==> config.mk <==
export PLATFORM = sky130hd
export DESIGN_NAME = fetch_sequencer
export DESIGN_NICKNAME = d
export VERILOG_FILES = /design/src/rtl/fetch_sequencer.sv
export SDC_FILE = /design/constraint.sdc
export NUM_CORES = 1
export LEC_CHECK = 0
export CAP_MARGIN = 20
export CORE_UTILIZATION = 39
export DETAILED_ROUTE_END_ITERATION = 8
export PLACE_DENSITY_LB_ADDON = 0.15
export SYNTH_ARGS = -nofsm -noshare
export SYNTH_HDL_FRONTEND = slang
export SYNTH_SLANG_ARGS = --single-unit
export TNS_END_PERCENT = 1
==> constraint.sdc <==
create_clock -name clk -period 3.15 [get_ports clk]
set_clock_uncertainty 0.05 [all_clocks]
set_input_delay 0.4725 -clock clk [delete_from_list [all_inputs] [get_ports clk]]
set_output_delay 0.4725 -clock clk [all_outputs]
set_load 0.01 [all_outputs]
==> src/rtl/fetch_sequencer.sv <==
// Instruction fetch sequencer: issues one imem request at a time and holds the
// returned word in a single-entry valid/ready buffer for decode, with redirects.
module fetch_sequencer #(
  parameter logic [31:0] RESET_PC = 32'h0000_0000
) (
  input  logic        clk,
  input  logic        reset,
  input  logic        redirect_valid,
  input  logic [31:0] redirect_pc,
  output logic        imem_req,
  output logic [31:0] imem_addr,
  input  logic        imem_gnt,
  input  logic        imem_rvalid,
  input  logic [31:0] imem_rdata,
  output logic        instr_valid,
  input  logic        instr_ready,
  output logic [31:0] instr,
  output logic [31:0] instr_pc
);

  typedef enum logic [1:0] {
    ST_REQ   = 2'd0,
    ST_WAIT  = 2'd1,
    ST_DRAIN = 2'd2
  } state_t;

  state_t      state_q, state_d;
  logic [31:0] fetch_pc_q, fetch_pc_d;
  logic        instr_valid_q, instr_valid_d;
  logic [31:0] instr_q, instr_d;
  logic [31:0] instr_pc_q, instr_pc_d;
  logic        consume;

  always_ff @(posedge clk or posedge reset) begin
    if (reset) begin
      state_q       <= ST_REQ;
      fetch_pc_q    <= RESET_PC;
      instr_valid_q <= 1'b0;
      instr_q       <= 32'h0;
      instr_pc_q    <= 32'h0;
    end else begin
      state_q       <= state_d;
      fetch_pc_q    <= fetch_pc_d;
      instr_valid_q <= instr_valid_d;
      instr_q       <= instr_d;
      instr_pc_q    <= instr_pc_d;
    end
  end

  always_comb begin
    state_d       = state_q;
    fetch_pc_d    = fetch_pc_q;
    instr_valid_d = instr_valid_q;
    instr_d       = instr_q;
    instr_pc_d    = instr_pc_q;
    consume       = instr_valid_q && instr_ready && !redirect_valid;

    if (redirect_valid) begin
      // A response arriving alongside a redirect belongs to the old path and is dropped.
      fetch_pc_d    = redirect_pc & 32'hFFFF_FFFC;
      instr_valid_d = 1'b0;
      if (state_q == ST_WAIT) state_d = ST_DRAIN;
    end else begin
      if (consume) instr_valid_d = 1'b0;
      case (state_q)
        ST_REQ: begin
          if (imem_req && imem_gnt) state_d = ST_WAIT;
        end
        ST_WAIT: begin
          if (imem_rvalid) begin
            instr_d       = imem_rdata;
            instr_pc_d    = fetch_pc_q;
            instr_valid_d = 1'b1;
            fetch_pc_d    = fetch_pc_q + 32'd4;
            state_d       = ST_REQ;
          end
        end
        ST_DRAIN: begin
          if (imem_rvalid) state_d = ST_REQ;
        end
        default: state_d = ST_REQ;
      endcase
    end
  end

  always_comb begin
    imem_req    = !reset && (state_q == ST_REQ) && !redirect_valid &&
                  (!instr_valid_q || instr_ready);
    imem_addr   = fetch_pc_q;
    instr_valid = instr_valid_q;
    instr       = instr_q;
    instr_pc    = instr_pc_q;
  end

endmodule

==> Word-level counts from Yosys, hierarchy flattened <==
Cells that the tools add are included.
{ "totals": {"input_bits": 70, "output_inout_bits": 98, "regBits": 99} }
{ "op_classes": {"mux": 12, "n_bitwise": 1, "n_eq_ne": 5, "n_reduce_logical": 17, "n_addsub": 1} }
{ "op_table": {"columns": ["op", "count"], "rows": [
  ["$mux 32", 3],
  ["$add 32x3->32 const B", 1],
  ["$mux 2", 4],
  ["$logic_and 1x1->1", 6],
  ["$reduce_and 3->1", 2],
  ["$mux 1", 4],
  ["$pmux 2 s2", 1],
  ["$reduce_bool 2->1", 2],
  ["$logic_not 1->1", 3],
  ["$ne 3x1->1 const B", 1],
  ["$ne 3x3->1 const B", 1],
  ["$eq 2x1->1 const B", 1],
  ["$eq 2x2->1 const B", 1],
  ["$logic_not 2->1", 1],
  ["$ne 2x1->1 const B", 1],
  ["$reduce_and 2->1", 1],
  ["$reduce_or 2->1", 1],
  ["$logic_or 1x1->1", 1],
  ["$not 1->1", 1]
]} }

==> Longest topological paths before layout <==
Gate-level depths: netlist of the first run.
{ "depth": {"ltp_word": 8, "ltp_mapped": 8, "mapped_depth_nobuf": 7} }

==> Worst setup path after synthesis of the first run <==
Ideal clock, no wire load.
{ "synth_timing": {"path_type": "reg2reg", "startpoint": "register state_q[1]", "endpoint": "register fetch_pc_q[25], in the netlist imem_addr[25]", "slack_ns": 1.235, "period_less_slack_ns": 1.915, "arrival_ns": 1.740, "stages_incl_launch_ff": 8, "t_required_ns": 2.975, "path_buffers": 0, "path_cell_list": "dfrtp_1 > inv_1 > ha_1 > nand4_4 > or2_1 > nor4_2 > xor2_1 > mux2_2"} }
{ "synth_via": {"elab_chain_len": 3} }
{ "synth_lines": {"columns": ["item", "line", "source"], "rows": [
  ["from (decl)", "27", "state_t state_q, state_d;"],
  ["from (signal assigned)", "42", "state_q <= state_d;"],
  ["$eq 2x1->1", "65", "case (state_q)"],
  ["$reduce_bool 2->1 (no source line)", null, null],
  ["$reduce_and 2->1 (no source line)", null, null],
  ["to (signal assigned)", "43", "fetch_pc_q <= fetch_pc_d;"],
  ["to (decl)", "28", "logic [31:0] fetch_pc_q, fetch_pc_d;"]
]} }
Every way passes these cells.
A chain may end at the register's enable or synchronous reset.

==> Worst setup path after layout of the first run <==
{ "layout_timing": {"startpoint": "register state_q[1]", "endpoint": "output imem_req"} }
{ "layout_via": {"elab_chain_len": 4} }
{ "layout_lines": {"columns": ["item", "line", "source"], "rows": [
  ["$logic_not 2->1", "87", "imem_req = !reset && (state_q == ST_REQ) && !redirect_valid &&"],
  ["$logic_and 1x1->1 (3 in series)", "87", null],
  ["to (decl)", "10", "output logic imem_req,"]
]} }
Every way passes these cells.

==> results of run 1 <==
==> synth_stat cells, types with 2 or more instances <==
master / count
o21ai_0: 28
nand3_2: 2
buf_4: 6
nor2_1: 8
buf_2: 2
clkbuf_1: 6
inv_1: 9
xor2_1: 10
mux2i_1: 2
xnor2_1: 19
nor4_2: 2
a21oi_1: 2
and4_1: 3
and3_1: 6
nand4_1: 6
o21ai_1: 5
dfrtp_1: 95
ha_1: 3
nand2_1: 42
buf_6: 4
mux2_2: 59
nand3_1: 8
nor3_1: 4
or2_1: 2
nor4_1: 4
==> per-stage QoR <==
step / power [W] / util [%] / cell area, um^2 / std cells
after floorplan: 0.002725 / - / 4250 / 353
after global placement: 0.003761 / 57.20 / 5958 / 635
after detailed placement: 0.003815 / 57.20 / 5958 / 635
after CTS: 0.004695 / 59.24 / 6171 / 650
after global routing: 0.004915 / 59.24 / 6171 / 650
final: 0.004634 / 59.24 / 6171 / 650
==> registers in the layout, summed over array words and instances, names as in the netlist <==
register     cells
imem_addr       30
instr           32
state_q          2
instr_pc        30
instr_valid      1
==> layer usage <==
metal	up-vias	wire length (um)	GRT usage, %
li1	1513	-	-
met1	1525	4348	23.83
met2	95	4741	30.10
met3	10	548	3.740
met4	0	135	7.440
met5	-	0	0
==> worst max-delay path: stages, from the launching register on <==
cell and delay, ns:
dfrtp_1 0.41, inv_1 0.09, ha_1 0.18, nor4b_1 0.23, clkdlybuf4s50_1 0.59
==> cells by family after synthesis <==
| family | after synthesis | synth area share (%) |
|---|---|---|
| simple gates | 95 | 12.37 |
| fa+ha+maj | 3 | 0.8856 |
| compound gates | 38 | 4.664 |
| xor+xnor | 29 | 5.992 |
| flops | 95 | 56.08 |
| buf+inv | 28 | 3.778 |
| mux | 61 | 16.15 |
| other cells | 1 | 0.08846 |
==> power groups by stage <==
| stage | Combinational [W] | Clock, W | Sequential (W) |
|---|---|---|---|
| finish | 0.00185 | 0.000873 | 0.00192 |
| global route | 0.00198 | 0.000956 | 0.00198 |
| CTS | 0.00187 | 0.000901 | 0.00192 |
| detailed placement | 0.00187 | 0 | 0.00195 |
| global placement | 0.00184 | 0 | 0.00192 |
| floorplan | 0.000595 | 0 | 0.00213 |
==> path summary, 6_finish.rpt <==
kind | start | endpoint | slack, ns | depth (start not counted)
hold / removal | redirect_valid | instr_valid | 0.34 | 2
hold reg to reg | instr_pc[26] | instr_pc[26] | 0.44 | 2
min in group asynchronous | reset | instr_pc[7] | 0.58 | 2
setup reg to reg | state_q[1] | instr[1] | 0.91 | 6
max in group asynchronous | reset | instr_pc[4] | 1.79 | 3
setup / recovery | state_q[1] | imem_req | 0.78 | 4
==> area by class of cell <==
type                            count  area (um^2)  share of cell area, %
Tap cell                          136        170.2                  2.757
Timing Repair Buffer              165         1662                  26.93
Clock buffer                       12        145.1                  2.352
Inverter                            9        36.28                 0.5880
Clock inverter                      3        67.56                  1.095
Multi-Input combinational cell    230         1713                  27.76
Sequential cell                    95         2377                  38.52
==> metrics.md, run 1 <==
| Metric | Value |
|---|---|
| Outcome | `finished, final reports clean` |
| Reg clk slew, reported paths | `0.09 ns` |
| Leakage power | `2.555 nW` |
| Final setup violation count | `0` |
| FFs w/ async S/R, synth | `100.0%` |
| Main area contributors after synthesis | `dfrtp_1 (56%), mux2_2 (16%), xnor2_1 (3.9%), nand2_1 (3.7%), o21ai_0 (3.3%)` |
| TritonCTS buffer count | `9` |
| Fill cells | `885` |
| Via count | `3,143` |
| Clock share of power | `18.8%` |
| Post-CTS Hold Fix Bufs | `0` |
| PnR worst setup slack | `0.7753 ns` |
| Share of layout cells above drive strength 1 | `17.12%` |
| Synth Cell Area | `0.004239 mm^2` |
| Resize count post-CTS | `0` |
| Number of diodes | `0` |
| Tcrit/Tclk final | `75.39%` |
| Die Wd | `106.3 um` |
| Max_cap viols | `0` |
| FP Rows | `37` |
| Total Wirelength | `9.774 mm` |
| Hold Path Class | `in -> reg` |
| Gr usage total | `18.40%` |
| Routed Antenna Nets | `0` |
| Post-CTS setup buffers | `0` |
| Critical Path Fanout Max | `3` |
| Area leader, netlist | `dfrtp_1` |
| Max Clk Rate | `421.1 MHz` |
| Initial DRC Count | `97` |
| Startpoint types | `flip-flop` |
| Flops & latches, synth | `95` |
| Yosys top cell area share | `56.08%` |
| Worst setup EP type | `primary output` |
| RSZ-0062 raised after global routing | `false` |
| Initial antenna violation count | `0` |
| Total grt overflow | `0` |
| Post-synthesis sequential area ratio | `56.08%` |
| Main flop type after synthesis | `dfrtp_1` |
| Largest net degree at the start of global routing | `58` |
| Cells after synthesis | `350` |
| Area Overhead vs Synth | `45.57%` |
| Mean Syn Cell Area | `12.11 um^2` |
| P_sw | `0.001327 W` |
| GPL Wtd Cong | `0.7489` |
| Clk root buf | `clkbuf_8` |
| Synth warn | `0` |
| Fin Setup TNS | `0 ns` |
| DIE HEIGHT | `106.3 um` |
| Hpwl dp | `7.055 mm` |
| Clock Path Buffers | `2` |
| Combinational power share | `39.8%` |
| EDFF count, synth | `0` |
| Worst-margin pin slew | `0.7370 ns` |
| Slew Limit Fails | `0` |
| Vias per cell | `4.835` |
| Seq pwr share | `41.3%` |
| I/O pin total | `168` |
| Drt pass-1 iters | `4` |
| Worst rel slew slack | `50.87%` |
| CTS Sinks | `95` |
| Residual DRC | `0` |
| Number of global-route vias before repair | `3,212` |
| PortBufs | `161` |
| Final nets | `583` |
| CTS tree | `yes` |
| Endpoints failing hold | `0` |
| Core area | `0.01042 mm^2` |
| Sw frac | `28.64%` |
| Pre-CTS setup slack | `0.6191 ns` |
| Initial core utilization | `40.70%` |
| Final Critical Period | `2.375 ns` |
| Peak supply drop | `0.3454 mV` |
| Skew-Pair Late Insertion Delay | `0.36 ns` |
| Required time worst endpoint | `2.63 ns` |
| Setup CP Type | `reg -> out` |
| Distinct cell type count of the synthesized netlist | `38` |
| Most frequent cells in the layout | `clkdlybuf4s50_1 (160), dfrtp_1 (95), mux2_2 (59)` |
| Fin Hold WS | `0.3413 ns` |
| Arrival @ worst endpoint | `1.85 ns` |
| WL/cell | `15.04 um` |
| H-tree depth | `3` |
| Cell internal pwr | `0.003307 W` |
| First-pass GRT wire length | `16.05 mm` |
| Die ar. | `0.01129 mm^2` |
| Commonest non-fill, non-tap cell in the layout | `clkdlybuf4s50_1` |
| Pwr dens | `751.0 mW/mm^2` |
Power figures use the tool's default switching activity.
==> run 2, diff against run 1 <==
- CORE_UTILIZATION: 39 -> 44
- clock period: 3.15 -> 2.5 ns (I/O delays scaled with it)
==> run 2 against run 1 <==
- count of clock-buffer cells in the layout is 1 lower
- utilization is 7.2 points higher
- total power is 24% higher
- critical path depth stayed put
- register-to-register slack worse by 0.55 ns
- sequential cell count stayed put
- sequential power is 26% higher
- first-iteration DRC count is 33% lower
==> metrics.md, run 2 (synthesis results as in run 1) <==
| Metric | Value |
|---|---|
| H-tree depth | `3` |
| Seq pwr share | `42.0%` |
| Vias per cell | `4.910` |
| Reg2reg end | `imem_addr[25]` |
| Outcome | `finished, final reports clean` |
| Startpoint types | `flip-flop` |
| Total Wirelength | `9.619 mm` |
| PortBufs | `161` |
| Resize count post-CTS | `0` |
| PnR worst setup slack | `0.1819 ns` |
| GPL Wtd Cong | `0.7522` |
| Clk root buf | `clkbuf_8` |
| Crit path to | `imem_req` |
| Clock share of power | `17.0%` |
| Worst setup EP type | `primary output` |
| Most frequent cells in the layout | `clkdlybuf4s50_1 (160), dfrtp_1 (95), mux2_2 (59)` |
| Residual DRC | `0` |
| Number of diodes | `0` |
| Reg2reg start | `state_q[1]` |
| Fin Setup TNS | `0 ns` |
| Die ar. | `0.01003 mm^2` |
| Initial core utilization | `45.66%` |
| Drt pass-1 iters | `4` |
| Setup CP Type | `reg -> out` |
| Slew Limit Fails | `0` |
| CTS tree | `yes` |
| Core area | `0.009284 mm^2` |
| Leakage power | `2.556 nW` |
| Clock Path Buffers | `2` |
| Final nets | `586` |
| Endpoints failing hold | `0` |
| Hpwl dp | `7.059 mm` |
| RSZ-0062 raised after global routing | `false` |
| Critical Path Start | `state_q[0]` |
| Final Util | `66.40%` |
| Final Critical Period | `2.318 ns` |
| R2r setup slk | `0.36 ns` |
| Sw frac | `29.45%` |
| Cell internal pwr | `0.004043 W` |
| Required time worst endpoint | `2.08 ns` |
| Fin Hold WS | `0.2011 ns` |
| CTS Sinks | `95` |
| I/O pin total | `168` |
| Pre-CTS setup slack | `0.1684 ns` |
| Initial DRC Count | `65` |
| Via count | `3,172` |
| FP Rows | `35` |
| TritonCTS buffer count | `9` |
| Total grt overflow | `0` |
| P_sw | `0.001688 W` |
| Largest net degree at the start of global routing | `55` |
| DIE HEIGHT | `100.2 um` |
| First-pass GRT wire length | `15.59 mm` |
| Tcrit/Tclk final | `92.72%` |
| Arrival @ worst endpoint | `1.89 ns` |
| Fill cells | `761` |
| Reg clk slew, reported paths | `0.09 ns` |
| Max Clk Rate | `431.4 MHz` |
| Hold Path Class | `in -> reg` |
| Combinational power share | `41.0%` |
| Max_cap viols | `0` |
| Commonest non-fill, non-tap cell in the layout | `clkdlybuf4s50_1` |
| Initial antenna violation count | `0` |
| Share of layout cells above drive strength 1 | `17.60%` |
| Final Power | `0.005730 W` |
| Post-CTS setup buffers | `0` |
| Reg2Reg Depth | `7` |
| Post-CTS Hold Fix Bufs | `0` |
| Routed Antenna Nets | `0` |
| Gr usage total | `20.08%` |
| Final setup violation count | `0` |
| Critical Path Fanout Max | `4` |
| Area Overhead vs Synth | `45.42%` |
| WL/cell | `14.89 um` |
| Max reg flops | `32` |
| Skew-Pair Late Insertion Delay | `0.35 ns` |
| Pwr dens | `929.6 mW/mm^2` |
| Die Wd | `100.2 um` |
| Peak supply drop | `0.4702 mV` |
| Number of global-route vias before repair | `3,090` |
==> run 2: changes by cell type in the layout (fill, tap and decap cells not counted), sizes merged <==
cell,previous run,this run
clkinvlp,1,2
inv,9,8
buf,5,8
clkinv,0,2
bufinv,2,1
clkbuf,12,11
==> run 2: worst min path at each step <==
| stage | startpoint | end | slack [ns] | cells after the start |
|---|---|---|---|---|
| floorplan | redirect_pc[30] | imem_addr[30] | 0.44 | 2 |
| global placement | instr_pc[4] | instr_pc[4] | 0.41 | 2 |
| detailed placement | instr_pc[26] | instr_pc[26] | 0.43 | 2 |
| CTS | redirect_valid | instr_valid | 0.18 | 2 |
| global route | redirect_valid | instr_valid | 0.19 | 2 |
| finish | redirect_valid | instr_valid | 0.20 | 2 |
==> run 2: final cells by class <==
class | instances | area, um^2 | area share [%]
Inverter | 9 | 37.54 | 0.6089
Sequential cell | 95 | 2377 | 38.56
Clock inverter | 4 | 47.55 | 0.7713
Clock buffer | 11 | 131.4 | 2.131
Multi-Input combinational cell | 230 | 1713 | 27.79
Timing Repair Buffer | 168 | 1697 | 27.52
Tap cell | 129 | 161.4 | 2.618
==> run 2: power by group through the flow <==
stage,sequential (W),combinational [W],clock [W]
2_1_floorplan,0.00268,0.000750,0
3_5_place_dp,0.00245,0.00238,0
5_1_grt,0.00247,0.00252,0.00107
6_report,0.00241,0.00235,0.000973
4_1_cts,0.00241,0.00239,0.00100
3_3_place_gp,0.00241,0.00233,0
==> run 2: metal layers <==
layer | part of all wire (%) | routed length [um] | vias up | GRT usage (%)
li1 | - | - | 1528 | -
met1 | 44 | 4237 | 1544 | 25.65
met2 | 50 | 4786 | 92 | 34.35
met3 | 5.2 | 503 | 8 | 4.666
met4 | 0.95 | 91 | 0 | 5.351
met5 | 0 | 0 | - | 0
==> run 2: per-stage QoR <==
step,area [um^2],std cells
after floorplan,4254,353
after global placement,5986,631
after detailed placement,5986,631
after CTS,6165,646
after global routing,6165,646
final,6165,646
==> run 2: critical path, stage by stage (launching register included) <==
cell,delay [ns]
dfrtp_1,0.42
inv_1,0.08
ha_1,0.19
nor4b_1,0.25
clkdlybuf4s50_1,0.59
==> run 3, diff against run 2 <==
- CTS_BUF_LIST: default -> sky130_fd_sc_hd__clkbuf_8 sky130_fd_sc_hd__clkbuf_16
- PLACE_DENSITY: default -> 0.81
- PLACE_DENSITY_LB_ADDON: 0.15 -> default
==> run 3 against run 2 <==
- die area stayed put
- critical endpoint unchanged
- hold slack better by 0.014 ns
- critical path type unchanged
- first-iteration DRC count is 15% lower
- sequential share of layout area is 0.15 points lower
- count of clock-buffer cells in the layout is 2 lower
- maximum frequency is 2.1% higher
- wire length is 0.87% higher
- largest power group unchanged
- sequential power hardly changed
- non-clock buffer count is 1 higher
- cell area is 0.39% higher
- utilization is 0.26 points higher
==> metrics.md, run 3 (synthesis results as in run 1) <==
| Metric | Value |
|---|---|
| Commonest non-fill, non-tap cell in the layout | `clkdlybuf4s50_1` |
| Total Wirelength | `9.703 mm` |
| Residual DRC | `0` |
| Largest net degree at the start of global routing | `61` |
| CTS tree | `yes` |
| Clock share of power | `17.3%` |
| H-tree depth | `3` |
| CTS Sinks | `95` |
| Leakage power | `2.576 nW` |
| Worst setup EP type | `primary output` |
| Worst hold start | `redirect_valid` |
| Hold Path Class | `in -> reg` |
| Fill cells | `740` |
| Initial DRC Count | `55` |
| WL/cell | `14.97 um` |
| Die Wd | `100.2 um` |
| Die ar. | `0.01003 mm^2` |
| Initial antenna violation count | `0` |
| DIE HEIGHT | `100.2 um` |
| Clock Path Buffers | `2` |
| Outcome | `finished, final reports clean` |
| First-pass GRT wire length | `15.70 mm` |
| TritonCTS buffer count | `9` |
| Max reg flops | `32` |
| Slew Limit Fails | `0` |
| Final setup violation count | `0` |
| Vias per cell | `4.958` |
| Max Clk Rate | `440.3 MHz` |
| Clk root buf | `clkbuf_8` |
| I/O pin total | `168` |
| Setup CP Type | `reg -> out` |
| PnR worst setup slack | `0.2289 ns` |
| Startpoint types | `flip-flop` |
| Number of global-route vias before repair | `3,249` |
| Tcrit/Tclk final | `90.84%` |
| Worst-margin pin slew | `0.5883 ns` |
| Max_cap viols | `0` |
| Sw frac | `29.80%` |
| Skew-Pair Late Insertion Delay | `0.35 ns` |
| Post-CTS setup buffers | `0` |
| Pwr dens | `933.3 mW/mm^2` |
| Hpwl dp | `7.207 mm` |
| Reg clk slew, reported paths | `0.09 ns` |
| FP Rows | `35` |
| Final nets | `587` |
| Fin Setup TNS | `0 ns` |
| Resize count post-CTS | `0` |
| GPL Wtd Cong | `0.7607` |
| Final Critical Period | `2.271 ns` |
| P_sw | `0.001721 W` |
| Via count | `3,213` |
| Required time worst endpoint | `2.08 ns` |
| Total grt overflow | `0` |
| Gr usage total | `20.08%` |
| Core area | `0.009284 mm^2` |
| Share of layout cells above drive strength 1 | `18.30%` |
| Most frequent cells in the layout | `clkdlybuf4s50_1 (160), dfrtp_1 (95), mux2_2 (59)` |
| Routed Antenna Nets | `0` |
| Critical Path Start | `state_q[0]` |
| Drt pass-1 iters | `4` |
| PortBufs | `161` |
| Arrival @ worst endpoint | `1.85 ns` |
| Reg2reg start | `state_q[1]` |
| Initial core utilization | `45.66%` |
| Cell internal pwr | `0.004055 W` |
| Post-CTS Hold Fix Bufs | `0` |
| Combinational power share | `40.7%` |
| Peak supply drop | `0.4420 mV` |
| Critical Path Fanout Max | `4` |
| RSZ-0062 raised after global routing | `false` |
| Pre-CTS setup slack | `0.2073 ns` |
| Number of diodes | `0` |
| Area Overhead vs Synth | `45.99%` |
| Endpoints failing hold | `0` |
| Worst rel slew slack | `60.69%` |
| Seq pwr share | `42.0%` |
run 3: cell types whose count changed in the layout (fill, tap and decap cells not counted), sizes merged:
cell / before / now
clkbuf: 11 / 9
clkinv: 2 / 4
inv: 8 / 10
buf: 8 / 9
clkinvlp: 2 / 1
run 3: power by group through the flow:
stage | Combinational (W) | Sequential, W | Clock, W
after floorplan | 0.000750 | 0.00268 | 0
after global routing | 0.00252 | 0.00250 | 0.00111
after detailed placement | 0.00238 | 0.00246 | 0
final | 0.00235 | 0.00243 | 0.000998
after CTS | 0.00239 | 0.00243 | 0.00103
after global placement | 0.00232 | 0.00242 | 0
run 3: final cells by class:
class / instances / area [um^2] / share of cell area [%]
flip-flops and latches: 95 / 2377 / 38.41
multi-input cells: 230 / 1713 / 27.68
repair buffers: 169 / 1704 / 27.54
well taps: 129 / 161.4 / 2.608
clock buffers: 9 / 123.9 / 2.002
clock inverters: 7 / 71.32 / 1.152
inverters: 9 / 37.54 / 0.6066
run 3: per-stage QoR:
step                      util, %  hold WS, ns  area (um^2)  power [W]  cells
after detailed placement    64.56       0.4256         5993   0.004842    632
final                       66.66       0.2147         6188   0.005776    648
after CTS                   66.66       0.1945         6188   0.005851    648
after global routing        66.66       0.2016         6188   0.006127    648
after global placement      64.56       0.4200         5993   0.004738    632
after floorplan                 -       0.4418         4254   0.003434    353
run 3: path summary, 6_finish.rpt:
kind,end,slack [ns],cells past startpoint
setup / recovery,imem_req,0.23,4
hold / removal,instr_valid,0.21,2
setup reg to reg,imem_addr[25],0.39,7
hold reg to reg,instr_pc[22],0.44,2
max in group asynchronous,instr[12],1.39,3
min in group asynchronous,instr_pc[7],0.44,2
run 3: critical path, cell delays in order (launching register included):
cell and delay (ns):
dfrtp_1 0.43, inv_1 0.08, ha_1 0.18, nor4b_1 0.23, clkdlybuf4s50_1 0.59
run 3: routing by layer:
layer | routed length, um | share of wire [%] | track usage (%)
met1 | 4200 | 43 | 25.34
met2 | 4847 | 50 | 34.88
met3 | 528 | 5.4 | 3.691
met4 | 127 | 1.3 | 6.577
met5 | 0 | 0 | 0
